==> src/rtl/mem_arb_pkg.sv <==
// Shared types and default widths for the program/data memory arbiter.
package mem_arb_pkg;

  localparam int unsigned AW_DEF = 5;
  localparam int unsigned DW_DEF = 8;

  typedef enum logic [2:0] {
    IDLE,
    CPU_ADDR,
    CPU_DATA,
    LD_ADDR,
    LD_DATA
  } arb_state_t;

  typedef enum logic {
    OWN_CPU,
    OWN_LD
  } owner_t;

endpackage

==> src/rtl/mem_arbiter_if.sv <==
// Bundle of the CPU port, loader port and memory-side signals of the arbiter.
// slave: the arbiter's view; master: the surrounding CPU/loader/memory.
interface mem_arbiter_if
  import mem_arb_pkg::*;
#(
  parameter int unsigned AW = AW_DEF,
  parameter int unsigned DW = DW_DEF
);

  logic          cpu_req;
  logic          cpu_wr;
  logic [AW-1:0] cpu_addr;
  logic [DW-1:0] cpu_wdata;
  logic          cpu_gnt;
  logic          cpu_rvalid;
  logic [DW-1:0] cpu_rdata;

  logic          ld_req;
  logic          ld_wr;
  logic [AW-1:0] ld_addr;
  logic [DW-1:0] ld_wdata;
  logic          ld_gnt;
  logic          ld_rvalid;
  logic [DW-1:0] ld_rdata;

  logic          mem_rd;
  logic          mem_wr;
  logic [AW-1:0] mem_addr;
  logic [DW-1:0] mem_wdata;
  logic [DW-1:0] mem_rdata;

  logic          busy;

  modport slave (
    input  cpu_req, cpu_wr, cpu_addr, cpu_wdata,
    output cpu_gnt, cpu_rvalid, cpu_rdata,
    input  ld_req, ld_wr, ld_addr, ld_wdata,
    output ld_gnt, ld_rvalid, ld_rdata,
    output mem_rd, mem_wr, mem_addr, mem_wdata,
    input  mem_rdata,
    output busy
  );

  modport master (
    output cpu_req, cpu_wr, cpu_addr, cpu_wdata,
    input  cpu_gnt, cpu_rvalid, cpu_rdata,
    output ld_req, ld_wr, ld_addr, ld_wdata,
    input  ld_gnt, ld_rvalid, ld_rdata,
    input  mem_rd, mem_wr, mem_addr, mem_wdata,
    output mem_rdata,
    input  busy
  );

endinterface

==> src/rtl/mem_arbiter.sv <==
// Two-requester arbiter for the single-port program/data memory. The CPU has
// fixed priority; a loader that has waited MAX_WAIT cycles beats the CPU.
// Every access is a two-cycle ADDR/DATA transaction.
module mem_arbiter
  import mem_arb_pkg::*;
#(
  parameter int unsigned AW       = AW_DEF,
  parameter int unsigned DW       = DW_DEF,
  parameter int unsigned MAX_WAIT = 4
) (
  input  logic          clk,
  input  logic          rst_,
  mem_arbiter_if.slave  bus
);

  localparam int unsigned   WW       = (MAX_WAIT < 1) ? 1 : $clog2(MAX_WAIT + 1);
  localparam logic [WW-1:0] WAIT_MAX = WW'(MAX_WAIT);

  arb_state_t    state_q, state_d;
  owner_t        owner_q;
  logic [WW-1:0] wait_cnt;
  logic [AW-1:0] addr_q;
  logic [DW-1:0] wdata_q;
  logic [DW-1:0] rdata_q;
  logic          wr_q;
  logic          cpu_rvalid_q;
  logic          ld_rvalid_q;
  logic          in_addr;
  logic          in_data;
  logic          ld_owns;

  assign in_addr = (state_q == CPU_ADDR) || (state_q == LD_ADDR);
  assign in_data = (state_q == CPU_DATA) || (state_q == LD_DATA);
  assign ld_owns = (state_q == LD_ADDR)  || (state_q == LD_DATA);

  // State register.
  always_ff @(posedge clk or negedge rst_) begin
    if (!rst_) state_q <= IDLE;
    else       state_q <= state_d;
  end

  // Next-state: arbitrate whenever the bus is idle or finishing a DATA cycle.
  always_comb begin
    state_d = state_q;
    unique case (state_q)
      IDLE, CPU_DATA, LD_DATA: begin
        if (bus.ld_req && (!bus.cpu_req || wait_cnt == WAIT_MAX)) state_d = LD_ADDR;
        else if (bus.cpu_req)                                     state_d = CPU_ADDR;
        else                                                      state_d = IDLE;
      end
      CPU_ADDR: state_d = CPU_DATA;
      LD_ADDR:  state_d = LD_DATA;
      default:  state_d = IDLE;
    endcase
  end

  // Latch the winner's access on entry to an ADDR state; capture read data in DATA.
  always_ff @(posedge clk or negedge rst_) begin
    if (!rst_) begin
      addr_q       <= '0;
      wdata_q      <= '0;
      wr_q         <= 1'b0;
      owner_q      <= OWN_CPU;
      rdata_q      <= '0;
      cpu_rvalid_q <= 1'b0;
      ld_rvalid_q  <= 1'b0;
    end else begin
      if (state_d == CPU_ADDR) begin
        addr_q  <= bus.cpu_addr;
        wdata_q <= bus.cpu_wdata;
        wr_q    <= bus.cpu_wr;
        owner_q <= OWN_CPU;
      end else if (state_d == LD_ADDR) begin
        addr_q  <= bus.ld_addr;
        wdata_q <= bus.ld_wdata;
        wr_q    <= bus.ld_wr;
        owner_q <= OWN_LD;
      end
      if (in_data && !wr_q) rdata_q <= bus.mem_rdata;
      cpu_rvalid_q <= in_data && !wr_q && (owner_q == OWN_CPU);
      ld_rvalid_q  <= in_data && !wr_q && (owner_q == OWN_LD);
    end
  end

  // Starvation counter: counts loader-requesting cycles while the loader is not served.
  always_ff @(posedge clk or negedge rst_) begin
    if (!rst_)                                                wait_cnt <= '0;
    else if (state_d == LD_ADDR)                              wait_cnt <= '0;
    else if (bus.ld_req && !ld_owns && wait_cnt != WAIT_MAX)  wait_cnt <= wait_cnt + 1'b1;
  end

  assign bus.cpu_gnt    = in_addr && (owner_q == OWN_CPU);
  assign bus.ld_gnt     = in_addr && (owner_q == OWN_LD);
  assign bus.mem_rd     = in_addr && !wr_q;
  assign bus.mem_wr     = in_addr && wr_q;
  assign bus.mem_addr   = addr_q;
  assign bus.mem_wdata  = wdata_q;
  assign bus.cpu_rvalid = cpu_rvalid_q;
  assign bus.ld_rvalid  = ld_rvalid_q;
  assign bus.cpu_rdata  = rdata_q;
  assign bus.ld_rdata   = rdata_q;
  assign bus.busy       = (state_q != IDLE);

endmodule

==> src/flat_wrapper.sv <==
// flat-port wrapper written by rule: the top's interface ports become plain ports
module mem_arbiter_flat import mem_arb_pkg::*;
#(
  parameter int unsigned AW       = AW_DEF,
  parameter int unsigned DW       = DW_DEF,
  parameter int unsigned MAX_WAIT = 4
)
  (clk, rst_, bus_cpu_req, bus_cpu_wr, bus_cpu_addr, bus_cpu_wdata, bus_cpu_gnt, bus_cpu_rvalid, bus_cpu_rdata, bus_ld_req, bus_ld_wr, bus_ld_addr, bus_ld_wdata, bus_ld_gnt, bus_ld_rvalid, bus_ld_rdata, bus_mem_rd, bus_mem_wr, bus_mem_addr, bus_mem_wdata, bus_mem_rdata, bus_busy);
  mem_arbiter_if #(.AW(AW), .DW(DW)) bus_i ();
  input  logic clk;
  input  logic rst_;
  input wire logic [$bits(bus_i.cpu_req)-1:0] bus_cpu_req;
  input wire logic [$bits(bus_i.cpu_wr)-1:0] bus_cpu_wr;
  input wire logic [$bits(bus_i.cpu_addr)-1:0] bus_cpu_addr;
  input wire logic [$bits(bus_i.cpu_wdata)-1:0] bus_cpu_wdata;
  output wire logic [$bits(bus_i.cpu_gnt)-1:0] bus_cpu_gnt;
  output wire logic [$bits(bus_i.cpu_rvalid)-1:0] bus_cpu_rvalid;
  output wire logic [$bits(bus_i.cpu_rdata)-1:0] bus_cpu_rdata;
  input wire logic [$bits(bus_i.ld_req)-1:0] bus_ld_req;
  input wire logic [$bits(bus_i.ld_wr)-1:0] bus_ld_wr;
  input wire logic [$bits(bus_i.ld_addr)-1:0] bus_ld_addr;
  input wire logic [$bits(bus_i.ld_wdata)-1:0] bus_ld_wdata;
  output wire logic [$bits(bus_i.ld_gnt)-1:0] bus_ld_gnt;
  output wire logic [$bits(bus_i.ld_rvalid)-1:0] bus_ld_rvalid;
  output wire logic [$bits(bus_i.ld_rdata)-1:0] bus_ld_rdata;
  output wire logic [$bits(bus_i.mem_rd)-1:0] bus_mem_rd;
  output wire logic [$bits(bus_i.mem_wr)-1:0] bus_mem_wr;
  output wire logic [$bits(bus_i.mem_addr)-1:0] bus_mem_addr;
  output wire logic [$bits(bus_i.mem_wdata)-1:0] bus_mem_wdata;
  input wire logic [$bits(bus_i.mem_rdata)-1:0] bus_mem_rdata;
  output wire logic [$bits(bus_i.busy)-1:0] bus_busy;
  assign bus_i.cpu_req = bus_cpu_req;
  assign bus_i.cpu_wr = bus_cpu_wr;
  assign bus_i.cpu_addr = bus_cpu_addr;
  assign bus_i.cpu_wdata = bus_cpu_wdata;
  assign bus_cpu_gnt = bus_i.cpu_gnt;
  assign bus_cpu_rvalid = bus_i.cpu_rvalid;
  assign bus_cpu_rdata = bus_i.cpu_rdata;
  assign bus_i.ld_req = bus_ld_req;
  assign bus_i.ld_wr = bus_ld_wr;
  assign bus_i.ld_addr = bus_ld_addr;
  assign bus_i.ld_wdata = bus_ld_wdata;
  assign bus_ld_gnt = bus_i.ld_gnt;
  assign bus_ld_rvalid = bus_i.ld_rvalid;
  assign bus_ld_rdata = bus_i.ld_rdata;
  assign bus_mem_rd = bus_i.mem_rd;
  assign bus_mem_wr = bus_i.mem_wr;
  assign bus_mem_addr = bus_i.mem_addr;
  assign bus_mem_wdata = bus_i.mem_wdata;
  assign bus_i.mem_rdata = bus_mem_rdata;
  assign bus_busy = bus_i.busy;
  mem_arbiter #(.AW(AW), .DW(DW), .MAX_WAIT(MAX_WAIT)) u_core (.clk(clk), .rst_(rst_), .bus(bus_i));
endmodule
==> config.mk <==
export PLATFORM = sky130hd
export DESIGN_NAME = mem_arbiter_flat
export DESIGN_NICKNAME = d
export VERILOG_FILES = /design/src/rtl/mem_arb_pkg.sv /design/src/rtl/mem_arbiter_if.sv /design/src/rtl/mem_arbiter.sv /design/src/flat_wrapper.sv
export SDC_FILE = /design/constraint.sdc
export NUM_CORES = 1
export LEC_CHECK = 0
export CAP_MARGIN = 30
export CORE_MARGIN = 5
export CORE_UTILIZATION = 30
export CTS_BUF_LIST = sky130_fd_sc_hd__clkbuf_8
export CTS_CLUSTER_DIAMETER = 50
export DETAILED_ROUTE_END_ITERATION = 8
export GPL_ROUTABILITY_DRIVEN = 0
export MAX_ROUTING_LAYER = met4
export REMOVE_ABC_BUFFERS = 1
export SYNTH_ARGS = -nofsm -noshare
export SYNTH_HDL_FRONTEND = slang
export SYNTH_SLANG_ARGS = --single-unit
export TNS_END_PERCENT = 10
==> constraint.sdc <==
create_clock -name clk -period 2.3 [get_ports clk]
set_input_delay 0.345 -clock clk [delete_from_list [all_inputs] [get_ports clk]]
set_output_delay 0.345 -clock clk [all_outputs]
set_load 0.05 [all_outputs]
Yosys cells after proc, flatten, opt, wreduce, memory -nomap -nowiden --
Index checks and enable logic that the tools add are counted.
Storage, ports and cells: register bits 31, latch bits 0, RAM bits 0, ROM bits 0, input port bits 40, output and inout bits 36, memories 0
Cells by class: add/sub/neg operators 1, multipliers 0, div/mod/pow operators 0, magnitude comparators 0, equal/unequal tests 8, shift-type cells 0, multiplexer cells 13, bitwise operators 1, reductions and logical operators 22
Operator list (count):
- two-way mux 8 bit | 2
- logical AND 1 bit | 10
- two-way mux 5 bit | 2
- == test 3 x 2 -> 1 bit (second input constant) | 3
- two-way mux 3 bit | 3
- one-hot mux 3 bit (3 select lines) | 1
- == test 3 x 1 -> 1 bit (second input constant) | 2
- == test 3 bit (second input constant) | 2
- two-way mux 1 bit | 5
- logical OR 1 bit | 4
- nonzero test 2 bit | 2
- adder 3 x 1 -> 3 bit (second input constant) | 1
- zero test 1 bit | 3
- zero test 3 bit | 1
- != test 3 bit (second input constant) | 1
- nonzero test 3 bit | 1
- OR reduction 3 bit | 1
- inverter 1 bit | 1

Depth between registers and ports, before layout --
Gate-level depths: netlist of run 1.
word-level depth 8, mapped depth 6

Worst setup path before layout of run 1 --
No wires, ideal clock.
kind reg2out, start register u_core.state_q[2], end output port bus_cpu_gnt, arrival 1278 ps, data required time 1955 ps, path slack 677 ps, stages on the path, launching flop included 3, path buffers 0, cell sequence dfrtp_1 > nand2b_1 > nor2_1
Between the ends: longest elaborated chain between the ends 3, elaborated cells between the ends (all ways) 4
Ends and longest elaborated chain:
- start: declaration | line mem_arbiter.sv:19 | arb_state_t state_q, state_d;
- start signal: assignment | line mem_arbiter.sv:39 | else state_q <= state_d;
- == test 3 x 1 -> 1 bit / == test 3 x 2 -> 1 bit (equally long branches) | line mem_arbiter.sv:32 | assign in_addr = (state_q == CPU_ADDR) || (state_q == LD_ADDR);
- logical OR 1 bit * | line mem_arbiter.sv:32
- logical AND 1 bit * | line mem_arbiter.sv:92 | assign bus.cpu_gnt = in_addr && (owner_q == OWN_CPU);
- end: declaration | line flat_wrapper.sv:16 | output wire logic [$bits(bus_i.cpu_gnt)-1:0] bus_cpu_gnt;
Every way passes the cells marked *; elsewhere a longest branch is shown, timed or not.

Worst setup path after layout of run 1 --
start register u_core.state_q[1], end output port bus_busy
Between the ends: longest elaborated chain between the ends 1
Ends and longest elaborated chain:
- nonzero test 3 bit | line mem_arbiter.sv:102 | assign bus.busy = (state_q != IDLE);
- end: declaration | line flat_wrapper.sv:31 | output wire logic [$bits(bus_i.busy)-1:0] bus_busy;
Every way passes these cells.

==> results of run 1 <==
-- final cells by class --
class / count / area [um^2]
tap: 70 / 87.6
clock inverter: 1 / 3.75
inverter: 33 / 124
clock buffer: 5 / 68.8
fill: 523 / 2680
multi-input combinational: 74 / 562
sequential: 31 / 776
timing repair buffer: 78 / 773
-- power by group through the flow --
| stage | Combinational [uW] | Clock (uW) | Sequential [uW] |
|---|---|---|---|
| finish | 2430 | 374 | 991 |
| global route | 2570 | 423 | 1040 |
| CTS | 2460 | 396 | 993 |
| detailed placement | 2450 | 0 | 996 |
| global placement | 2450 | 0 | 988 |
| floorplan | 687 | 0 | 1910 |
-- cells by family after synthesis --
logic type               after synthesis  share of synthesized area [%]
buffers and inverters                 47                           14.0
adder cells (fa/ha/maj)                2                           1.61
AND/OR/NAND/NOR                       22                           7.64
XOR/XNOR                               1                          0.563
multiplexers                           9                           8.45
AO/OA/AOI/OAI                         40                           17.9
flip-flops                            31                           49.9
-- metal layers --
metal  vias to the layer above  share of wire [%]
li1                        650                  -
met1                       612                 44
met2                        50                 47
met3                         0                9.8
met4                         0                  0
met5                         -                  0
-- registers in the layout, summed over array words and instances, names as in the netlist --
| name | flops |
|---|---|
| u_core.wait_cnt | 3 |
| u_core.owner_q | 1 |
| u_core.bus.cpu_rdata | 8 |
| u_core.bus.cpu_rvalid | 1 |
| u_core.bus.ld_rvalid | 1 |
| u_core.bus.mem_addr | 5 |
| u_core.wr_q | 1 |
| u_core.state_q | 3 |
| u_core.bus.mem_wdata | 8 |
-- cell usage after synthesis --
library cell and count:
nor3b_1 1, o221ai_1 14, o21ai_0 14, inv_1 33, and3_1 1, or3b_2 1, nand2b_1 1, clkbuf_1 2
nand3b_1 1, or3_1 2, nand4_1 4, a21oi_1 3, buf_4 8, dfrtp_1 31, nand3_1 3, buf_6 1
ha_1 2, o31ai_1 2, a21boi_0 1, a31oi_1 2, xnor2_1 1, a21o_1 1, buf_2 3, mux2_2 1
nor2_1 8, a21bo_2 2, o21a_1 1, mux2_4 8
-- critical path, stage by stage, from the launching register on --
cell and delay [ns]:
dfrtp_1 0.46, or3_1 0.37, clkdlybuf4s50_1 0.71
-- worst paths after layout --
path / end / from / cells past startpoint
worst max-delay path: bus_busy / u_core.state_q[1] / 2
worst min-delay path: u_core.wait_cnt[1] / rst_ / 2
worst max register to register: u_core.bus.mem_addr[0] / u_core.state_q[1] / 4
worst min register to register: u_core.bus.cpu_rvalid / u_core.owner_q / 1
max in group asynchronous: u_core.bus.mem_addr[0] / rst_ / 2
min in group clk: u_core.bus.cpu_rvalid / u_core.owner_q / 1
-- per-stage QoR --
step,setup slack (ns),std cells,utilization (%),area [um^2],power [uW]
after CTS,0.0362,292,47.1,2390,3850
final,0.147,292,47.2,2390,3800
after floorplan,0.677,138,-,1460,2600
after detailed placement,0.285,286,45.7,2320,3450
after global placement,0.336,286,45.7,2320,3440
after global routing,0.0626,292,47.2,2390,4030
==> metrics.txt, run 1 <==
I/O pins=76; Sw Ratio=50.4%; run status=completed; first-pass GRT wire length=6250 um; setup bufs post-CTS=0; CP endpoint kind=output port; fin. max-slew vios=0; crit share post-route=93.6%; peak supply drop=0.000635 V; gr usage total=12.8%; largest area contributor in the synthesized netlist=dfrtp_1; die area=0.00672 mm^2; final setup violation count=0; CP arrival=1.81 ns; # clock sinks=31; Worst R2R Setup Slack=0.58 ns; most common cell after layout, fill and taps aside=clkdlybuf4s50_1; via count=1312; grt met1 use=15.1%; met3 usage=6.25%; antenna violations before repair=0; Net Switching=1910 uW; Final #Nets=265; routing usage on met2=19.6%; combinational share of power=64.0%; post-synthesis cell count=152; I/O Buffers=75; Mapped Area=0.00156 mm^2; Rows=26; DRC violations left=0; HP Class=in2async; top cell type's share of synthesized area=49.9%; post-DR wirelength/cell=13.2 um; Max clock buf depth=2; area grow syn2layout=54.0%; Setup Skew=0.00305 ns; largest net degree at the start of global routing=32; WHS=0.477 ns; RSZ-0062 raised after global routing=false; number of global-route vias before repair=1332; crit path max fanout=8; pwr dens=1580 mW/mm^2; root buffer cell=clkbuf_8; Lkg Pwr=0.00114 uW; fin crit period=2.15 ns; Seq cells post-synth=31; post-route setup TNS=0 ns; final hold violations=0; Rel. slew slack=46.1%; commonest cells after routing, fill and taps aside=clkdlybuf4s50_1 (71), inv_1 (34), dfrtp_1 (31); share of cells above drive strength 1=9.91%; total CTS buffers=5; post-cts resize count=0; Seq/Total Area, Yosys=49.9%; post-DP HPWL=2870 um; Avg Cell Area, Syn=10.2 um^2; clock transition at the registers of the reported paths=0.06 ns; die width=82 um; DRT Pass-1 Iters=4; Routed WL=3870 um; synth warn=0; global route overflow=0; fmax=0.465 GHz; WP data required=1.96 ns; Distinct cells, synth=28; gr busiest metal=met2; Initial Utilization=30.6%; Clock Latency Late Sink=0.27 ns; DR iter-0 viols=54; Clk pwr share=9.8%; Post-CTS Hold Fix Bufs=0; H-Tree Depth=2; via/cell ratio=4.49; number of antenna diodes=0; worst slew pin tran=0.805 ns; CTS tree=yes; Startpoint Class=flip-flop; Synth area leaders=dfrtp_1 (50%), inv_1 (8.0%), o221ai_1 (7.9%), mux2_4 (7.7%), o21ai_0 (4.5%); Setup CP Type=reg2out; Pint=1880 uW; die height=82 um; Reg power frac=26.1%; max_cap viols=0; Core Area=0.00507 mm^2; Routed Antenna Nets=0
(Power assumes the default switching activity.)
==> inputs of run 2 (changes only) <==
- ABC_AREA: default -> 1
- HOLD_SLACK_MARGIN: default -> 0.06
==> run 2 against run 1 <==
Against the previous run:
- non-clock buffer count up 2
- synthesized cell count up 18%
- first-iteration DRC count up 59%
==> metrics.txt, run 2 <==
CP endpoint kind=output port; dpl ws=0.366 ns (+0.0804 ns); number of global-route vias before repair=1491 (+12%); most common cell after layout, fill and taps aside=clkdlybuf4s50_1; DRT Pass-1 Iters=4 (unchanged); total CTS buffers=5 (unchanged); peak supply drop=0.000723 V (+14%); number of antenna diodes=0 (unchanged); die width=83.2 um (+1.5%); Avg Cell Area, Syn=8.93 um^2 (-13%); crit path max fanout=6 (-2); Setup CP Type=reg2out; H-Tree Depth=2 (unchanged); worst slew pin tran=0.585 ns (-0.220 ns); die area=0.00692 mm^2 (+3.0%); pwr dens=1610 mW/mm^2 (+1.8%); post-synthesis cell count=180 (+18%); # clock sinks=31 (unchanged); fin crit period=2.07 ns (-0.0799 ns); Core Area=0.00517 mm^2 (+1.9%); Seq/Total Area, Yosys=48.2% (-1.6 points); DRC violations left=0 (unchanged); global route overflow=0 (unchanged); largest net degree at the start of global routing=32 (unchanged); Startpoint Class=flip-flop; crit path max-delay cell type=clkdlybuf4s50_1; Max clock buf depth=2 (unchanged); root buffer cell=clkbuf_8; Synth area leaders=dfrtp_1 (48%), nand4_1 (11%), nand2_1 (8.4%), nand3_1 (6.2%), buf_4 (5.1%); post-DR wirelength/cell=13.8 um (+3.9%); Initial Utilization=31.1% (+0.44 points); largest area contributor in the synthesized netlist=dfrtp_1; Post-synth top cells=nand2_1 (36), dfrtp_1 (31), nand4_1 (28); ys flop type=dfrtp_1; gr usage total=13.6% (+0.77 points); I/O pins=76 (unchanged); Seq cells post-synth=31 (unchanged); max_cap viols=0 (unchanged); post-route setup TNS=0 ns (unchanged); final hold violations=0 (unchanged); Post-synth EDFFs=0 (unchanged); Final WS setup=0.227 ns (+0.0799 ns); CP max stage delay=0.79 ns (+0.08 ns); post-cts resize count=0 (unchanged); Rel. slew slack=60.8% (+15 points); fmax=0.482 GHz (+3.9%); run status=completed; Clock Latency Late Sink=0.28 ns (about the same); sequential cell area=776 um^2 (unchanged); Lkg Pwr=0.00112 uW (-2.4%); post-DP HPWL=3130 um (+9.0%); die height=83.2 um (+1.5%); via/cell ratio=4.58 (+1.9%); Async S/R FF share, synth=100% (unchanged); I/O Buffers=75 (unchanged); top cell type's share of synthesized area=48.2% (-1.6 points); Mapped Area=0.00161 mm^2 (+3.4%); DR iter-0 viols=86 (+59%); RSZ-0062 raised after global routing=false; WP data required=1.96 ns (about the same); Routed WL=4380 um (+13%); clock transition at the registers of the reported paths=0.06 ns (about the same); final setup violation count=0 (unchanged); Worst path top cell family by delay=buffers and inverters; synth warn=0 (unchanged); crit path cell chain=nor2_1, nand2_1, clkdlybuf4s50_1; first-pass GRT wire length=7420 um (+19%); crit share post-route=90.1% (-3.5 points); Final #Nets=289 (+9.1%); fillers=508 (-2.9%); Routed Antenna Nets=0 (unchanged); Placed Cells=310 (+8.4%); Layout Cells excl Fill=318 (+8.9%); HP Class=reg2reg; area of the multi-input gates=616 um^2 (+9.6%); Buf/Inv on CP=1 (unchanged); share of cells above drive strength 1=11.3% (+1.4 points); count leader, synth=nand2_1; commonest cells after routing, fill and taps aside=clkdlybuf4s50_1 (71), nand2_1 (36), dfrtp_1 (31); Setup Skew=0.00488 ns (+0.00183 ns); fin. max-slew vios=0 (unchanged); CP arrival=1.73 ns (-0.08 ns); CTS tree=yes; setup bufs post-CTS=0 (unchanged); via count=1456 (+11%); area grow syn2layout=49.9%; Distinct cells, synth=19 (-32%); Rows=26 (unchanged); antenna violations before repair=0 (unchanged); Post-CTS Hold Fix Bufs=0 (unchanged)
## run 2: final cells by class
cell class	instances	area share, %
repair buffers	80	32.3
flip-flops and latches	31	32.2
multi-input cells	110	25.5
well taps	70	3.63
inverters	19	2.96
clock buffers	5	2.86
clock inverters	3	0.519
## run 2: power by group
group | internal (uW) | switching [uW] | leakage [uW]
logic | 803 | 1690 | 0.000678
registers | 801 | 194 | 0.000387
clock network | 203 | 197 | 0.0000505
## run 2: stage by stage
stage / total power [uW] / cell area, um^2 / util (%) / hold WS (ns)
after floorplan: 2630 / 1460 / - / 0.0494
after global placement: 3510 / 2330 / 45.0 / 0.445
after detailed placement: 3520 / 2330 / 45.0 / 0.444
after CTS: 3930 / 2410 / 46.6 / 0.453
after global routing: 4130 / 2410 / 46.6 / 0.475
final: 3890 / 2410 / 46.6 / 0.453
## run 2: metal layers
metal / part of all wire (%) / GRT usage (%) / vias up
met5: 0 / - / -
met4: 1.6 / 4.61 / 0
met3: 5.4 / 4.55 / 8
met2: 47 / 20.5 / 45
met1: 46 / 17.0 / 672
li1: - / - / 731
## run 2: cells by family (layout without fill, tap and decap cells)
| group | Yosys count | count (layout) | synth area share, % |
|---|---|---|---|
| AOI/OAI and AO/OA | 11 | 11 | 7.00 |
| xor gates and xnor gates | 1 | 1 | 0.545 |
| adders and majority gates | 2 | 2 | 1.56 |
| buffers and inverters | 39 | 107 | 13.5 |
| DFF | 31 | 31 | 48.2 |
| and+or+nand+nor | 96 | 96 | 29.2 |
## run 2: final timing paths
kind                            slack, ns                       to  depth (start not counted)                from
worst max-delay path                 0.23                 bus_busy                          3   u_core.state_q[1]
worst min-delay path                 0.45    u_core.bus.cpu_rvalid                          1      u_core.owner_q
worst max register to register       0.71  u_core.bus.mem_wdata[6]                          7  u_core.wait_cnt[0]
worst min register to register       0.45    u_core.bus.cpu_rvalid                          1      u_core.owner_q
max in group asynchronous            1.54  u_core.bus.mem_wdata[7]                          2                rst_
min in group asynchronous            0.46  u_core.bus.cpu_rdata[0]                          2                rst_
## run 2: worst reg2reg max path, cell delays in order (launching register included)
cell     delay [ns]
dfrtp_1        0.40
inv_1          0.08
ha_1           0.15
nand2_1        0.07
nand2_1        0.10
nand3_2        0.36
nand4_1        0.22
nand3_1        0.09
